===== src/rtl/pipe_hazard_ctrl.sv =====
// Stall/flush sequencer for the five-stage LC-3b pipeline: register load/clear
// control, LDI/STI double-access tracking, fetch holding buffer and perf counters.
module pipe_hazard_ctrl #(
    parameter int CNT_WIDTH = 16
) (
    input  logic                 clk,
    input  logic                 reset,
    input  logic                 imem_req,
    input  logic                 imem_resp,
    input  logic                 dmem_req,
    input  logic                 dmem_indirect,
    input  logic                 dmem_resp,
    input  logic                 load_use,
    input  logic                 mispredict,
    output logic                 imem_go,
    output logic                 indirect_phase,
    output logic                 if_buf_load,
    output logic                 if_id_from_buf,
    output logic                 pc_redirect,
    output logic                 load_pc,
    output logic                 load_if_id,
    output logic                 load_id_ex,
    output logic                 load_ex_mem,
    output logic                 load_mem_wb,
    output logic                 clear_if_id,
    output logic                 clear_id_ex,
    output logic                 clear_ex_mem,
    output logic                 clear_mem_wb,
    output logic [CNT_WIDTH-1:0] stall_count,
    output logic [CNT_WIDTH-1:0] flush_count
);

    typedef enum logic {
        M_IDLE,
        M_IND2
    } mem_state_e;

    mem_state_e           state_q, state_d;
    logic                 fetch_done_q, fetch_done_d;
    logic [CNT_WIDTH-1:0] stall_cnt_q, stall_cnt_d;
    logic [CNT_WIDTH-1:0] flush_cnt_q, flush_cnt_d;

    logic mem_busy;
    logic fetch_ready;
    logic redirect;

    assign indirect_phase = (state_q == M_IND2);
    assign mem_busy       = dmem_req & ~(dmem_resp & (~dmem_indirect | indirect_phase));
    assign fetch_ready    = fetch_done_q | imem_resp | ~imem_req;
    assign if_id_from_buf = fetch_done_q;
    assign imem_go        = ~reset & imem_req & ~fetch_done_q;
    assign if_buf_load    = ~reset & imem_resp & ~load_if_id;

    // Priority-ordered hazard resolution; the first matching condition owns the cycle.
    always_comb begin
        // NOTE: every output gets a default first so no path through the
        // if-chain can leave a signal unassigned and infer a latch.
        load_pc      = 1'b0;
        load_if_id   = 1'b0;
        load_id_ex   = 1'b0;
        load_ex_mem  = 1'b0;
        load_mem_wb  = 1'b0;
        clear_if_id  = 1'b0;
        clear_id_ex  = 1'b0;
        clear_ex_mem = 1'b0;
        clear_mem_wb = 1'b0;
        redirect     = 1'b0;

        if (reset) begin
            clear_if_id  = 1'b1;
            clear_id_ex  = 1'b1;
            clear_ex_mem = 1'b1;
            clear_mem_wb = 1'b1;
        end else if (mem_busy) begin
            load_mem_wb  = 1'b1;
            clear_mem_wb = 1'b1;
        end else if (mispredict && fetch_ready) begin
            redirect     = 1'b1;
            load_pc      = 1'b1;
            load_if_id   = 1'b1;
            load_id_ex   = 1'b1;
            load_ex_mem  = 1'b1;
            load_mem_wb  = 1'b1;
            clear_if_id  = 1'b1;
            clear_id_ex  = 1'b1;
            clear_ex_mem = 1'b1;
        end else if (mispredict) begin
            // The redirect waits for the in-flight fetch so its response is not orphaned.
            load_mem_wb  = 1'b1;
            clear_mem_wb = 1'b1;
        end else if (!fetch_ready || load_use) begin
            load_pc      = 1'b0;
            load_if_id   = load_pc;
            load_id_ex   = 1'b1;
            clear_id_ex  = 1'b1;
            load_ex_mem  = 1'b1;
            load_mem_wb  = 1'b1;
        end else begin
            load_pc      = 1'b1;
            load_if_id   = load_pc;
            load_id_ex   = 1'b1;
            load_ex_mem  = 1'b1;
            load_mem_wb  = 1'b1;
        end
    end

    assign pc_redirect = redirect;

    always_comb begin
        state_d = state_q;
        unique case (state_q)
            M_IDLE: if (dmem_req && dmem_indirect && dmem_resp) state_d = M_IND2;
            M_IND2: if (dmem_resp || !dmem_req)                 state_d = M_IDLE;
            default:                                            state_d = M_IDLE;
        endcase
    end

    // A redirect discards any buffered wrong-path word; clear beats set.
    always_comb begin
        fetch_done_d = fetch_done_q;
        if (load_if_id || redirect) begin
            fetch_done_d = 1'b0;
        end else if (if_buf_load) begin
            fetch_done_d = 1'b1;
        end
    end

    always_comb begin
        stall_cnt_d = stall_cnt_q;
        flush_cnt_d = flush_cnt_q;
        if (!load_pc && stall_cnt_q != {CNT_WIDTH{1'b1}}) begin
            stall_cnt_d = stall_cnt_q + 1'b1;
        end
        if (redirect && flush_cnt_q != {CNT_WIDTH{1'b1}}) begin
            flush_cnt_d = flush_cnt_q + 1'b1;
        end
    end

    always_ff @(posedge clk or posedge reset) begin
        if (reset) begin
            state_q      <= M_IDLE;
            fetch_done_q <= 1'b0;
            stall_cnt_q  <= '0;
            flush_cnt_q  <= '0;
        end else begin
            // NOTE: non-blocking assignments so every register samples the
            // pre-edge values regardless of statement order.
            state_q      <= state_d;
            fetch_done_q <= fetch_done_d;
            stall_cnt_q  <= stall_cnt_d;
            flush_cnt_q  <= flush_cnt_d;
        end
    end

    assign stall_count = stall_cnt_q;
    assign flush_count = flush_cnt_q;

endmodule


===== config.mk =====
export PLATFORM = sky130hd
export DESIGN_NAME = pipe_hazard_ctrl
export DESIGN_NICKNAME = d
export VERILOG_FILES = /design/src/rtl/pipe_hazard_ctrl.sv
export SDC_FILE = /design/constraint.sdc
export NUM_CORES = 1
export LEC_CHECK = 0
export CELL_PAD_IN_SITES_DETAIL_PLACEMENT = 1
export CELL_PAD_IN_SITES_GLOBAL_PLACEMENT = 1
export CORE_MARGIN = 2
export CORE_UTILIZATION = 33
export CTS_BUF_LIST = sky130_fd_sc_hd__clkbuf_2 sky130_fd_sc_hd__clkbuf_4 sky130_fd_sc_hd__clkbuf_8
export DETAILED_ROUTE_END_ITERATION = 6
export GPL_TIMING_DRIVEN = 0
export PLACE_DENSITY_LB_ADDON = 0.1
export SKIP_CTS_REPAIR_TIMING = 1
export SYNTH_ARGS = -nofsm -noshare
export SYNTH_HDL_FRONTEND = slang
export SYNTH_SLANG_ARGS = --single-unit

===== constraint.sdc =====
create_clock -name clk -period 1.63 [get_ports clk]
set_input_delay 0.163 -clock clk [delete_from_list [all_inputs] [get_ports clk]]
set_output_delay 0.163 -clock clk [all_outputs]
set_load 0.02 [all_outputs]

==> impl_metrics.toml <==
[status]
status = "complete, but fails checks"
violations = "setup timing"

[route]
routed-via-count = 1706
drtAntennaViolNets = 0
drcViolationCount = 0
detail_route.wirelength_mm = 6.011
route.detailed.vias_per_inst = 5.032
wire_per_inst_um = 17.73
dr.pass1.iters = 4
initialDrtViolationCount = 75

[floorplanning]
die_width_um = 77.71
start_util_pct = 34.66
std_cell_rows = 26
core_um2 = 5172
design.die.area_um2 = 6039
floorplan.die.height_um = 77.71
total_i_o_pin_count = 55

[setup_path]
path_class = "reg2reg"
timing.critical_path.required_ns = 1.81
setup.worst_path.end_class = "register"
crit_slowest_cell = "sky130_fd_sc_hd__dfrtp_2"
max_stage_delay_ns = 0.39
critical_path_fanout_max = 5
crit-reg2reg-launch = "indirect_phase"
worstReg2RegEnd = "stall_count[14]"
reg2reg_depth = 7
path_common_cell = "sky130_fd_sc_hd__buf_4"
timing.critical_path.max_delay_family = "simple AND/OR/NAND/NOR gates"
cp_num_buf_inv = 3
reg2reg_slack_ns = -0.28
crit_chain = "inv_2 > a311oi_4 > nor3b_4 > buf_4 > buf_4 > nand4b_1 > mux2_1"
cp.arrival_ns = 2.09
worst_setup_path_start_kind = "register"

[final_layout]
most_common_cell_after_layout_fill_and_taps_aside = "sky130_fd_sc_hd__clkdlybuf4s50_1"
num-nets-final = 279
register_area_um2 = 865.8
diodes = 0
drive_gt1_share_pct = 42.01
multi_input_area_um2 = 1085
areaGrowthSynthToFinish_pct = 71.04
filler_cell_count = 554
layout.cells.most_common_list = "40 x sky130_fd_sc_hd__clkdlybuf4s50_1, 34 x sky130_fd_sc_hd__buf_4, 22 x sky130_fd_sc_hd__dfrtp_1"

[power_and_ir_drop]
worst_ir_drop_vdd_v = 0.0007786
cellLeakagePower_nw = 1.336
p_total_mw = 3.590
pwr_density_cell_nw_per_um2 = 1171

[clock_network]
clk_root_buffer_cell = "sky130_fd_sc_hd__clkbuf_8"
tritoncts_buffers = 5
clkSlewWorstSetupHoldPaths_ns = 0.07
ctsLongestPathBuffers = 2
numClockSinks = 34
tritoncts_clock_tree = "yes"
clock_insertion_delay_worst_skew_ns = 0.30
cts_htree_levels = 2

[logic_synthesis]
postSynthCellCount = 169
synth.avg_cell_area_um2 = 10.61
synth.net_count = 180
ys_warn_count = 0
sequential_share_of_the_synthesized_area_pct = 47.45
syn-cell-area_um2 = 1793
post_synthesis_register_bit_count = 34
ys_types = 41

[placed_design]
place.gp.congestion = 0.7644
preCtsSetupSlack_ns = -1.221
portBuffers = 54
dp_hpwl_mm = 3.449

[global_routing]
number_of_antenna_violations_at_the_first_check_in_global_routing = 0
grt_pass1_wl_mm = 8.190
grt_start_max_net_pins = 39
grt_overflow = 0
first_global_vias = 1726
groute.usage.overall_pct = 17.15

[timing]
timing.final.setup_violations = 25
finalWorstSetupSlack_ns = -0.2809
final_min_period_over_clock_period_pct = 117.2
max_slew_headroom_at_the_worst_pin_pct = 36.94
max_slew.worst_pin.slew_ns = 0.9407
report.final.hold_viol_count = 0
grt_setup_unrepaired = "true"
timing.final.crit_period_ns = 1.911
timing_max_transition_violations_final = 0
highest_achievable_clock_rate_ghz = 0.5233
final.setup_skew_ns = 0.004102

[run]
drv.max_cap_violation_count = 0

[hold_path]
hp-class = "in2async"
flip-flops by register name (all words and copies together), names as in the netlist:
signal          flops
indirect_phase      1
if_id_from_buf      1
stall_count        16
flush_count        16
per-stage QoR:
stage	area [µm²]	utilization [%]	hold slack (ns)	setup TNS, ns	std cells
2_1_floorplan	1838	-	0.1497	-0.6136	169
3_3_place_gp	2466	47.68	0.4689	-25.12	293
3_5_place_dp	2466	47.68	0.4789	-27.06	293
4_1_cts	2561	49.52	0.4941	-17.59	301
5_1_grt	3067	59.29	0.06529	-6.650	339
6_report	3067	59.29	0.04275	-3.594	339
layout make-up:
class                      count  area share, %
multi-input combinational    124          35.37
sequential                    34          28.23
timing repair buffer          92          27.70
clock buffer                   7          2.938
tap                           70          2.856
buffer                         5          1.836
inverter                       5         0.7344
clock inverter                 1         0.1632
timing repair inverter         1         0.1632
power breakdown:
group | switching [mW] | total, mW | leakage [nW] | internal (mW)
logic | 0.741 | 1.53 | 0.886 | 0.791
clock network | 0.330 | 0.688 | 0.0517 | 0.358
registers | 0.310 | 1.37 | 0.398 | 1.06
cells in the mapped netlist, drive strengths merged:
cell type / number / area [µm²]
nor4: 5 / 37.53
nand4b: 3 / 26.28
xnor2: 8 / 70.07
nand2: 13 / 48.80
nor4b: 2 / 17.52
xor2: 20 / 175.2
nand3: 10 / 50.05
and4: 3 / 27.53
nor2: 12 / 47.55
nand4: 12 / 75.07
ha: 2 / 25.02
buf: 5 / 38.78
inv: 5 / 18.77
a31oi: 1 / 6.260
nand2b: 1 / 6.260
nor2b: 3 / 26.27
clkbuf: 1 / 3.750
or4: 1 / 7.510
o21ai: 2 / 10.01
a311oi: 1 / 26.28
nor3b: 5 / 53.80
and2: 3 / 22.53
and3: 3 / 18.77
a21oi: 2 / 10.01
mux2: 3 / 37.53
mux2i: 1 / 10.01
dfrtp: 34 / 850.8
nor3: 8 / 45.04
logic make-up (layout without fill, tap and decap cells):
| kind of cell | count (synthesis) | after routing | synth area share (%) |
|---|---|---|---|
| mux | 4 | 4 | 2.651 |
| buf+inv | 11 | 111 | 3.419 |
| fa+ha+maj | 2 | 2 | 1.395 |
| flops | 34 | 34 | 47.45 |
| compound gates | 6 | 6 | 2.931 |
| xor+xnor | 28 | 28 | 13.68 |
| simple gates | 84 | 84 | 28.47 |
worst register-to-register path, stage by stage, from the launching register on:
cell and delay (ns):
sky130_fd_sc_hd__dfrtp_2 0.39, sky130_fd_sc_hd__inv_2 0.05, sky130_fd_sc_hd__a311oi_4 0.24, sky130_fd_sc_hd__nor3b_4 0.38, sky130_fd_sc_hd__buf_4 0.20, sky130_fd_sc_hd__buf_4 0.12, sky130_fd_sc_hd__nand4b_1 0.11, sky130_fd_sc_hd__mux2_1 0.32
per-layer routing:
layer  global-route usage [%]  share of wire, %  vias to the layer above
met5                        0                 0                        -
met1                    21.19                42                      849
met2                    27.50                51                       52
met4                    6.250               1.7                        0
met3                    6.163               4.7                        7
li1                         -                 -                      798
worst max-delay path by stage:
stage              startpoint         endpoint  slack, ns  depth (start not counted)
6_report       indirect_phase  stall_count[14]      -0.28                          7
5_1_grt        indirect_phase  stall_count[14]      -0.36                          7
4_1_cts                 reset      clear_if_id      -1.24                          5
3_5_place_dp            reset      clear_if_id      -1.22                          5
3_3_place_gp            reset      clear_if_id      -1.15                          5
2_1_floorplan  indirect_phase  stall_count[14]       -0.1                          5
No activity file was read; power rests on OpenSTA's default activity.
